## src/rtl/mem_bus_initiator_pkg.sv

```systemverilog
// Shared memory-bus package: DRAM-side types plus the bus packet and
// initiator FSM types used by mem_bus_initiator.
package mem_bus_initiator_pkg;

  typedef logic [63:0] dram_addr_t;
  typedef logic [63:0] dram_word_t;

  typedef enum logic {
    dram_cmd_read  = 1'b0,
    dram_cmd_write = 1'b1
  } dram_cmd_t;

  typedef enum logic [1:0] {
    bus_read_data  = 2'd0,
    bus_write_data = 2'd1
  } bus_packet_type_t;

  typedef logic [63:0] bus_packet_payload_t;

  typedef enum logic [1:0] {
    IDLE     = 2'd0,
    ISSUE    = 2'd1,
    WAIT_RSP = 2'd2,
    DONE     = 2'd3
  } initiator_state_t;

  // A 64-bit access must fit entirely inside the DRAM storage.
  function automatic logic addr_in_range(input dram_addr_t addr,
                                         input dram_addr_t mem_bytes);
    return addr <= (mem_bytes - 64'd8);
  endfunction

endpackage

```

## src/rtl/mem_bus_initiator.sv

```systemverilog
// CPU-to-memory-bus initiator: one outstanding request, posted writes.
// Optional response watchdog enabled by defining MEM_BUS_TIMEOUT_EN.
module mem_bus_initiator
  import mem_bus_initiator_pkg::*;
#(
  parameter int SOURCE_ID      = 1,
  parameter int MEM_BYTES      = 65536,
  parameter int TIMEOUT_CYCLES = 1024
) (
  input  logic                clk,
  input  logic                rst_n,
  input  logic                cpu_req_valid,
  output logic                cpu_req_ready,
  input  logic                cpu_req_write,
  input  logic [63:0]         cpu_req_address,
  input  logic [63:0]         cpu_req_wdata,
  output logic                cpu_rsp_valid,
  output logic [63:0]         cpu_rsp_rdata,
  output logic                cpu_rsp_error,
  output logic                bus_req_valid,
  input  logic                bus_req_ready,
  output bus_packet_type_t    bus_req_type,
  output logic [63:0]         bus_req_address,
  output bus_packet_payload_t bus_req_payload,
  output logic [7:0]          bus_req_source,
  input  logic                bus_rsp_valid,
  input  logic [63:0]         bus_rsp_payload,
  input  logic [7:0]          bus_rsp_dest
);

  if (TIMEOUT_CYCLES < 1 || TIMEOUT_CYCLES > 65536) begin : g_bad_timeout
    $error("TIMEOUT_CYCLES must be in 1..65536");
  end

  localparam logic [63:0] MEM_SIZE = 64'(MEM_BYTES);

  initiator_state_t state;
  logic             rsp_match;
  logic             in_range;
  logic             timed_out;

  assign rsp_match      = bus_rsp_valid && (bus_rsp_dest == 8'(SOURCE_ID));
  assign in_range       = addr_in_range(cpu_req_address, MEM_SIZE);

  assign cpu_req_ready  = (state == IDLE);
  assign bus_req_valid  = (state == ISSUE);
  assign cpu_rsp_valid  = (state == DONE);
  assign bus_req_source = 8'(SOURCE_ID);

`ifdef MEM_BUS_TIMEOUT_EN
  logic [15:0] wd_cnt;

  always_ff @(posedge clk or negedge rst_n) begin
    if (!rst_n) begin
      wd_cnt <= '0;
    end else if (state == ISSUE) begin
      wd_cnt <= '0;
    end else if (state == WAIT_RSP) begin
      wd_cnt <= wd_cnt + 16'd1;
    end
  end

  assign timed_out = (wd_cnt == 16'(TIMEOUT_CYCLES - 1));
`else
  assign timed_out = 1'b0;
`endif

  always_ff @(posedge clk or negedge rst_n) begin
    if (!rst_n) begin
      state           <= IDLE;
      bus_req_type    <= bus_read_data;
      bus_req_address <= '0;
      bus_req_payload <= '0;
      cpu_rsp_error   <= 1'b0;
      cpu_rsp_rdata   <= '0;
    end else begin
      case (state)
        IDLE: begin
          if (cpu_req_valid) begin
            bus_req_type    <= cpu_req_write ? bus_write_data : bus_read_data;
            bus_req_address <= cpu_req_address;
            bus_req_payload <= cpu_req_wdata;
            cpu_rsp_error   <= !in_range;
            state           <= in_range ? ISSUE : DONE;
          end
        end
        ISSUE: begin
          if (bus_req_ready) begin
            state <= (bus_req_type == bus_write_data) ? DONE : WAIT_RSP;
          end
        end
        WAIT_RSP: begin
          // A matching response wins over a watchdog expiry in the same cycle.
          if (rsp_match) begin
            cpu_rsp_rdata <= bus_rsp_payload;
            cpu_rsp_error <= 1'b0;
            state         <= DONE;
          end else if (timed_out) begin
            cpu_rsp_error <= 1'b1;
            state         <= DONE;
          end
        end
        DONE: begin
          state <= IDLE;
        end
        default: state <= IDLE;
      endcase
    end
  end

endmodule
```

## config.mk

```make
export PLATFORM = sky130hd
export DESIGN_NAME = mem_bus_initiator
export DESIGN_NICKNAME = d
export VERILOG_FILES = /design/src/rtl/mem_bus_initiator_pkg.sv /design/src/rtl/mem_bus_initiator.sv
export SDC_FILE = /design/constraint.sdc
export NUM_CORES = 1
export LEC_CHECK = 0
export BUFFER_PORTS_ARGS = -buffer_cell sky130_fd_sc_hd__buf_2
export CAP_MARGIN = 20
export CELL_PAD_IN_SITES_DETAIL_PLACEMENT = 0
export CELL_PAD_IN_SITES_GLOBAL_PLACEMENT = 1
export CORE_AREA = 2 2 161 163
export DETAILED_ROUTE_END_ITERATION = 8
export DIE_AREA = 0 0 163 165
export PLACE_DENSITY_LB_ADDON = 0.1
export SYNTH_ARGS = -nofsm -noshare
export SYNTH_HDL_FRONTEND = slang
export SYNTH_SLANG_ARGS = --single-unit
```

## constraint.sdc

```tcl
create_clock -name clk -period 3.2 [get_ports clk]
set_clock_uncertainty 0.1 [all_clocks]
set_input_delay 0.8 -clock clk [delete_from_list [all_inputs] [get_ports clk]]
set_output_delay 0.8 -clock clk [all_outputs]
set_load 0.01 [all_outputs]
```

==> results of run 1 <==
[report_power, final]
group | internal, W | switching, W | total, W | leakage [nW]
Clock | 0.00102 | 0.00101 | 0.00203 | 0.261
Combinational | 0.00161 | 0.00152 | 0.00313 | 3.08
Sequential | 0.00336 | 0.000404 | 0.00376 | 2.46
[sequential cells by signal, indices dropped and copies added (netlist names)]
name / count
cpu_rsp_rdata: 64
bus_req_address: 64
bus_req_payload: 64
cpu_rsp_error: 1
state: 2
bus_req_type: 1
[critical path: cells and delay by family (launching register included)]
| kind | cells | cell delay [ns] |
|---|---|---|
| flops | 1 | 0.41 |
| buf+inv | 2 | 0.35 |
| fa+ha+maj | 1 | 0.36 |
[Yosys cell counts]
| cell | n | area share, % |
|---|---|---|
| a211oi_1 | 1 | 0.095 |
| buf_2 | 10 | 0.64 |
| nor3_1 | 1 | 0.064 |
| nor2_1 | 2 | 0.095 |
| and4_1 | 1 | 0.11 |
| inv_1 | 3 | 0.14 |
| a31oi_1 | 1 | 0.080 |
| nand3_1 | 2 | 0.13 |
| o221ai_1 | 1 | 0.11 |
| nand4_4 | 1 | 0.27 |
| nor4b_4 | 1 | 0.30 |
| clkbuf_1 | 4 | 0.19 |
| a22oi_1 | 1 | 0.095 |
| ha_1 | 4 | 0.64 |
| mux2_4 | 60 | 11 |
| dfrtp_1 | 196 | 62 |
| nor3b_2 | 1 | 0.16 |
| nand3b_1 | 1 | 0.095 |
| nand2_1 | 2 | 0.095 |
| buf_4 | 9 | 0.86 |
| buf_6 | 6 | 0.86 |
| mux2_2 | 133 | 19 |
| o31ai_1 | 2 | 0.19 |
| nand4_1 | 4 | 0.32 |
| nor3_4 | 1 | 0.21 |
| nor4_1 | 14 | 1.1 |
| nor2b_1 | 2 | 0.16 |
| o21ai_0 | 1 | 0.064 |
| conb_1 | 2 | 0.095 |
[stage by stage]
step                      cells  worst slack, ns  util, %  hold slack, ns
after global placement     1185           0.7206    40.97          0.3825
final                      1217           0.7629    43.16          0.2037
after detailed placement   1185           0.7126    40.97          0.3867
after floorplan             474            1.120        -          0.4044
after CTS                  1216           0.7500    43.15          0.2115
after global routing       1216           0.6605    43.15          0.2328
[placed cells by master (no fill, tap or decap), drive strengths merged, types with 3 or more instances in the layout]
master / instances
inv: 9
clkbuf: 19
nand4: 5
nor4: 14
clkinvlp: 3
mux2: 193
buf: 409
ha: 4
conb: 9
dfrtp: 196
clkinv: 4
[area by class of cell]
| cell class | instances | share of cell area (%) |
|---|---|---|
| Sequential cell | 196 | 45.39 |
| Multi-Input combinational cell | 246 | 25.78 |
| Timing Repair Buffer | 410 | 19.84 |
| Clock buffer | 18 | 3.972 |
| Tap cell | 330 | 3.821 |
| Clock inverter | 13 | 1.077 |
| Inverter | 3 | 0.1042 |
| Antenna cell | 1 | 0.02316 |
[logic make-up after synthesis]
family,share of synthesized area [%]
adder cells (fa/ha/maj),0.6362
flip-flops,62.34
other,0.09546
multiplexers,30.49
AND/OR/NAND/NOR,3.117
buffers and inverters,2.687
AO/OA/AOI/OAI,0.6362
[worst max-delay path by stage]
stage	end	slack, ns	start	cells after the start
2_1_floorplan	cpu_rsp_rdata[0]	1.12	bus_rsp_dest[4]	4
3_3_place_gp	state[1]	0.72	cpu_req_address[60]	6
3_5_place_dp	state[1]	0.71	cpu_req_address[60]	6
4_1_cts	cpu_req_ready	0.75	state[0]	3
5_1_grt	cpu_req_ready	0.66	state[1]	3
6_report	cpu_req_ready	0.76	state[0]	3
[routing by layer]
| metal | vias to the layer above | part of all wire, % |
|---|---|---|
| li1 | 2469 | - |
| met5 | - | 0 |
| met2 | 227 | 53 |
| met3 | 18 | 8.3 |
| met4 | 0 | 1.4 |
| met1 | 2633 | 37 |
==> flow_metrics.env, run 1 <==
export IMPL_peakVddDrop_mv=0.3401
export IMPL_numCtsBuffers=17
export IMPL_synthCells=467
export IMPL_r2r_slack_ns=0.91
export IMPL_fin_setup_tns_ns=0
export IMPL_outcome="finished clean"
export IMPL_fmax_mhz=410.3
export IMPL_initial_core_util_pct=31.42
export IMPL_area_delta_synth_final_pct=37.34
export IMPL_cts_resized_gates=0
export IMPL_die_h_um=165
export IMPL_clockBufferDepth=2
export IMPL_htreeDepth=4
export IMPL_grt_pass1_wl_um=31660
export IMPL_rsz0062_at_grt="no"
export IMPL_cp_required_ns=2.30
export IMPL_reg2reg_to="bus_req_payload[23]"
export IMPL_grt_usage_pct=15.56
export IMPL_die_w_um=163
export IMPL_layout_min_cycle_time_ns=2.437
export IMPL_drcViolationCount=0
export IMPL_synth_seq_area_share_pct=62.34
export IMPL_avgViaCountPerCell=4.394
export IMPL_power_density_nw_per_um2=825.5
export IMPL_num_fill_cells=2381
export IMPL_seq_area_um2=4905
export IMPL_die_area_um2=26900
export IMPL_cp_cell_sequence="inv_1 > ha_1 > buf_2"
export IMPL_cp_arrival_ns=1.54
export IMPL_fin_total_pwr_w=0.008920
export IMPL_yosys_warnings=0
export IMPL_final_max_slew_viol_count=0
export IMPL_synth_seq_cells=196
export IMPL_multi_input_area_um2=2785
export IMPL_grtUsageMet3_pct=5.023
export IMPL_p_leak_nw=5.793
export IMPL_cp_start_kind="flip-flop"
export IMPL_cpPeakStageDelay_ns=0.41
export IMPL_placed_area_um2=10260
export IMPL_grtUsageMet2_pct=27.97
export IMPL_gr_total_overflow=0
export IMPL_clkLatencyLatePin_ns=0.42
export IMPL_final_nets=1084
export IMPL_hold_viol_final=0
export IMPL_dr_first_iter_drc_count=183
export IMPL_rr_worst_depth=5
export IMPL_finalCritPeriodShare_pct=76.16
export IMPL_synth_area_per_cell_um2=16.85
export IMPL_cts_tree="done"
export IMPL_final_area_um2=10810
export IMPL_synth_area_um2=7868
export IMPL_dr_total_vias=5347
export IMPL_clockRootBuffer="clkbuf_16"
export IMPL_path_clk_slew_ns=0.08
export IMPL_cp_max_fo=8
export IMPL_grt_use_met1_pct=17.38
export IMPL_cts_hold_buf=0
export IMPL_routed_wl_um=21670
export IMPL_hpwl_um=16840
export IMPL_antenna_found_initial=0
export IMPL_cts_setup_buffers=0
export IMPL_drive_gt1_share_pct=72.01
export IMPL_portBuffers=402
export IMPL_worst_setup_path_type="reg -> out"
export IMPL_slew_headroom_pct=59.34
export IMPL_slowest_stage="dfrtp_1"
export IMPL_ios=412
export IMPL_coreArea_um2=25040
export IMPL_hold_class="in -> async"
export IMPL_worst_slew_pin_slew_ns=0.6094
export IMPL_timing_rr_start="state[0]"
export IMPL_grt_max_degree=65
export IMPL_routedWlPerCell_um=17.81
export IMPL_dr_pass1_iters=4
export IMPL_max_cap_violations=0
export IMPL_clock_sinks=196
export IMPL_gp_congestion=0.7641
export IMPL_ant_nets=0
export IMPL_crit_path_end_kind="primary output"
export IMPL_grt_busiest_layer="met2"
export IMPL_finalSetupViolations=0
export IMPL_synth_cell_types=29
export IMPL_std_cell_rows=58
export IMPL_first_global_vias=5657
(Power assumes the default switching activity.)
==> run 2, diff against run 1 <==
CORE_AREA = unset   (was 2 2 161 163)
CORE_MARGIN = 2   (was unset)
CORE_UTILIZATION = 32   (was unset)
DIE_AREA = unset   (was 0 0 163 165)
clock period = 2.1 ns   (was 3.2 ns; I/O delays follow)
==> flow_metrics.env, run 2 (same netlist as run 1, synthesis figures left out) <==
export IMPL_outcome="finished clean"
export IMPL_cp_required_ns=1.47
export IMPL_fmax_mhz=498.8
export IMPL_cp_max_fo=8
export IMPL_final_nets=1088
export IMPL_grt_pass1_wl_um=33590
export IMPL_routedWlPerCell_um=18.14
export IMPL_peakVddDrop_mv=0.4196
export IMPL_gp_congestion=0.7800
export IMPL_htreeDepth=4
export IMPL_grt_usage_pct=16.95
export IMPL_dr_total_vias=5414
export IMPL_initial_core_util_pct=32.45
export IMPL_path_clk_slew_ns=0.08
export IMPL_reg2reg_to="cpu_rsp_rdata[59]"
export IMPL_final_util_pct=44.98
export IMPL_worst_setup_path_type="reg -> out"
export IMPL_max_cap_violations=0
export IMPL_cpPeakStageDelay_ns=0.41
export IMPL_power_density_nw_per_um2=1257
export IMPL_reg_largest_list="bus_req_address: 64 flops, bus_req_payload: 64 flops, cpu_rsp_rdata: 64 flops"
export IMPL_clockBufferDepth=2
export IMPL_placed_area_um2=10320
export IMPL_drive_gt1_share_pct=72.13
export IMPL_clock_sinks=196
export IMPL_cp_cell_sequence="inv_1 > ha_4 > buf_2"
export IMPL_ios=412
export IMPL_dr_first_iter_drc_count=206
export IMPL_hpwl_um=17150
export IMPL_min_path_cells=2
export IMPL_grt_max_degree=65
export IMPL_hold_start="bus_rsp_payload[10]"
export IMPL_gr_total_overflow=0
export IMPL_cp_arrival_ns=1.38
export IMPL_rsz0062_at_grt="no"
export IMPL_pre_cts_ws_ns=-0.2223
export IMPL_antenna_found_initial=1
export IMPL_clockRootBuffer="clkbuf_16"
export IMPL_worst_slack_ns=0.09538
export IMPL_rr_worst_depth=5
export IMPL_hold_viol_final=0
export IMPL_clkLatencyLatePin_ns=0.42
export IMPL_avgViaCountPerCell=4.452
export IMPL_layout_min_cycle_time_ns=2.005
export IMPL_die_w_um=160.8
export IMPL_drcViolationCount=0
export IMPL_finalCritPeriodShare_pct=95.46
export IMPL_final_cell_mix="buf_2 (401), dfrtp_1 (196), mux2_2 (133), mux2_4 (60), clkbuf_16 (17)"
export IMPL_final_max_slew_viol_count=0
export IMPL_die_area_um2=25860
export IMPL_layout_commonest_cell="buf_2"
export IMPL_first_global_vias=5958
export IMPL_fin_setup_tns_ns=0
export IMPL_timing_rr_start="state[0]"
export IMPL_finalSetupViolations=0
export IMPL_cts_setup_buffers=0
export IMPL_worst_slew_pin_slew_ns=0.5059
export IMPL_final_area_um2=10910
export IMPL_hold_ws_ns=0.2186
export IMPL_r2r_slack_ns=0.15
export IMPL_routed_wl_um=22050
export IMPL_cts_tree="done"
export IMPL_cp_start_kind="flip-flop"
export IMPL_hold_class="in -> reg"
export IMPL_coreArea_um2=24250
export IMPL_dr_pass1_iters=5
export IMPL_std_cell_rows=57
export IMPL_worstHoldEndpoint="cpu_rsp_rdata[10]"
export IMPL_p_leak_nw=5.843
export IMPL_slew_headroom_pct=66.27
export IMPL_slowest_stage="dfrtp_1"
export IMPL_area_delta_synth_final_pct=38.63
export IMPL_crit_path_end_kind="primary output"
export IMPL_portBuffers=402
export IMPL_die_h_um=160.8
export IMPL_numCtsBuffers=17
export IMPL_ant_nets=0
[run 2: cell count changes in the layout (fill, tap and decap cells not counted), sizes merged]
cell,delta
diode,+1
buf,+3
clkbuf,+1
inv,+1
dlygate4sd3,+1
clkinvlp,-2
[run 2: critical path, delay by kind of cell (launching register included)]
family	cells	cell delay [ns]
flip-flops	1	0.41
buffers and inverters	2	0.33
adder cells (fa/ha/maj)	1	0.21
[run 2: routing by layer]
layer | global-route usage (%) | share of wire, % | wire length [um]
met5 | 0 | 0 | 0
met1 | 18.70 | 38 | 8289
met3 | 5.682 | 8.2 | 1798
met2 | 30.49 | 52 | 11520
met4 | 6.006 | 2.0 | 443
[run 2: worst max-delay path by stage]
stage / start / to / slack [ns] / cells past startpoint
2_1_floorplan: state[0] / bus_req_address[0] / 0.23 / 6
5_1_grt: state[0] / cpu_req_ready / 0.03 / 3
6_report: state[0] / cpu_req_ready / 0.1 / 3
4_1_cts: state[0] / cpu_req_ready / 0.01 / 3
3_5_place_dp: cpu_req_address[60] / state[1] / -0.22 / 6
3_3_place_gp: cpu_req_address[60] / state[1] / -0.16 / 6
[run 2: cell type report]
class	count	area [um^2]
antenna	2	5.005
clock buffer	19	442.9
clock inverter	12	113.9
fill	2245	13340
inverter	3	11.26
multi-input combinational	246	2798
sequential	196	4905
tap	324	405.4
timing repair buffer	414	2226
[run 2: metrics by stage]
stage                     cells  total power, W
after floorplan             474        0.008414
after global placement     1182         0.01059
after CTS                  1214         0.01393
after global routing       1215         0.01456
after detailed placement   1182         0.01074
final                      1216         0.01371
[run 2: power by group]
group	internal [W]	switching [W]	leakage, nW	total, W
Clock	0.00159	0.00153	0.272	0.00312
Combinational	0.00250	0.00233	3.12	0.00483
Sequential	0.00512	0.000632	2.46	0.00575
[run 2: timing repair]
item | in CTS | in global routing
resized for setup | 1 | 1
pin swaps | 0 | 0
hold endpoints to repair | 34 | 0
hold buffers | 1 | 0
endpoints found under the setup margin | 1 | 1
==> run 3, diff against run 2 <==
PLACE_DENSITY = 0.77   (was unset)
PLACE_DENSITY_LB_ADDON = unset   (was 0.1)
==> flow_metrics.env, run 3 (same netlist as run 1, synthesis figures left out) <==
export IMPL_area_delta_synth_final_pct=39.46
export IMPL_share_seq_of_total_power_pct=41.9
export IMPL_clkLatencyLatePin_ns=0.42
export IMPL_hold_ws_ns=0.2255
export IMPL_die_area_um2=25860
export IMPL_antenna_found_initial=1
export IMPL_clock_sinks=196
export IMPL_rsz0062_at_grt="no"
export IMPL_path_clk_slew_ns=0.08
export IMPL_first_global_vias=5557
export IMPL_peakVddDrop_mv=0.5362
export IMPL_rr_worst_depth=7
export IMPL_grt_max_degree=55
export IMPL_hpwl_um=16060
export IMPL_cp_arrival_ns=1.38
export IMPL_numCtsBuffers=17
export IMPL_clockBufferDepth=2
export IMPL_power_density_nw_per_um2=1246
export IMPL_antenna_cells=0
export IMPL_grt_usage_pct=15.25
export IMPL_ios=412
export IMPL_cp_required_ns=1.47
export IMPL_ant_nets=0
export IMPL_p_leak_nw=5.894
export IMPL_die_w_um=160.8
export IMPL_p_clk_share_pct=23.0
export IMPL_htreeDepth=4
export IMPL_slew_headroom_pct=66.28
export IMPL_final_cell_mix="buf_2 (401), dfrtp_1 (196), mux2_2 (133), mux2_4 (60), clkbuf_16 (17)"
export IMPL_std_cell_rows=57
export IMPL_worst_slew_pin_slew_ns=0.5058
export IMPL_die_h_um=160.8
export IMPL_hold_viol_final=0
export IMPL_max_cap_violations=0
export IMPL_grt_pass1_wl_um=30550
export IMPL_drcViolationCount=0
export IMPL_dr_pass1_iters=3
export IMPL_final_area_um2=10970
export IMPL_finalCritPeriodShare_pct=95.33
export IMPL_hold_class="in -> reg"
export IMPL_final_nets=1099
export IMPL_comb_power_share_pct=35.0
export IMPL_dr_first_iter_drc_count=133
export IMPL_min_path_cells=2
export IMPL_layout_min_cycle_time_ns=2.002
export IMPL_routedWlPerCell_um=16.58
export IMPL_cts_tree="done"
export IMPL_gp_congestion=0.8295
export IMPL_outcome="finished clean"
export IMPL_clockRootBuffer="clkbuf_16"
export IMPL_coreArea_um2=24250
export IMPL_placed_area_um2=10370
export IMPL_avgViaCountPerCell=4.434
export IMPL_p_int_w=0.009236
export IMPL_reg_largest_list="bus_req_address: 64 flops, bus_req_payload: 64 flops, cpu_rsp_rdata: 64 flops"
export IMPL_cp_max_fo=7
export IMPL_fmax_mhz=499.5
export IMPL_gr_total_overflow=0
export IMPL_switching_share_pct=32.44
export IMPL_final_max_slew_viol_count=0
export IMPL_drive_gt1_share_pct=72.62
export IMPL_fin_total_pwr_w=0.01367
export IMPL_crit_path_end_kind="primary output"
export IMPL_routed_wl_um=20320
export IMPL_dr_total_vias=5436
export IMPL_initial_core_util_pct=32.45
export IMPL_layout_commonest_cell="buf_2"
export IMPL_portBuffers=402
export IMPL_cp_start_kind="flip-flop"
export IMPL_finalSetupViolations=0
export IMPL_p_sw_w=0.004435
export IMPL_worst_setup_path_type="reg -> out"
==> run 3: path summary, 6_finish.rpt <==
kind / start / slack [ns] / endpoint
setup / recovery: state[0] / 0.1 / cpu_req_ready
hold / removal: bus_rsp_payload[24] / 0.23 / cpu_rsp_rdata[24]
setup reg to reg: state[0] / 0.28 / state[0]
hold reg to reg: bus_req_address[13] / 0.40 / bus_req_address[13]
max in group asynchronous: rst_n / 0.73 / bus_req_payload[29]
min in group asynchronous: rst_n / 0.51 / cpu_rsp_rdata[4]
==> run 3: metal layers <==
| metal | routed length, um | share of wire [%] | up-vias | track usage, % |
|---|---|---|---|---|
| li1 | - | - | 2506 | - |
| met1 | 8046 | 40 | 2645 | 18.03 |
| met2 | 10260 | 50 | 260 | 26.82 |
| met3 | 1670 | 8.2 | 23 | 4.855 |
| met4 | 329 | 1.6 | 2 | 4.099 |
| met5 | 16 | 0.079 | - | 0 |
==> run 3: repair_timing <==
item	CTS	global route
hold endpoints to repair	41	0
hold buffers	1	0
buffers inserted	1	0
endpoints found under the setup margin	1	1
resized for setup	2	1
==> run 3: final cells by class <==
class / count / area, um^2
flip-flops and latches: 196 / 4905
multi-input cells: 246 / 2798
clock inverters: 14 / 140.1
inverters: 3 / 11.26
well taps: 324 / 405.4
clock buffers: 18 / 429.2
repair buffers: 425 / 2283
fillers: 2252 / 13280
==> run 3: worst max-delay path: stages, from the launching register on <==
cell and delay (ns):
dfrtp_1 0.41, inv_2 0.12, ha_4 0.16, buf_4 0.13
buf_2 0.14
==> run 3: power by group through the flow <==
stage	combinational, W	clock [W]	sequential, W
after global routing	0.00514	0.00347	0.00590
final	0.00479	0.00315	0.00573
after CTS	0.00486	0.00329	0.00574
after global placement	0.00477	0	0.00577
after detailed placement	0.00483	0	0.00582
after floorplan	0.00197	0	0.00645
==> run 3: stage by stage <==
stage	utilization, %	setup slack, ns	TNS [ns]	instances
finish	45.25	0.09812	0	1226
CTS	45.21	0.02472	0	1226
global placement	42.78	-0.04661	-0.04661	1192
global route	45.25	0.01621	0	1226
floorplan	-	0.2265	0	474
detailed placement	42.78	-0.1776	-0.2762	1192
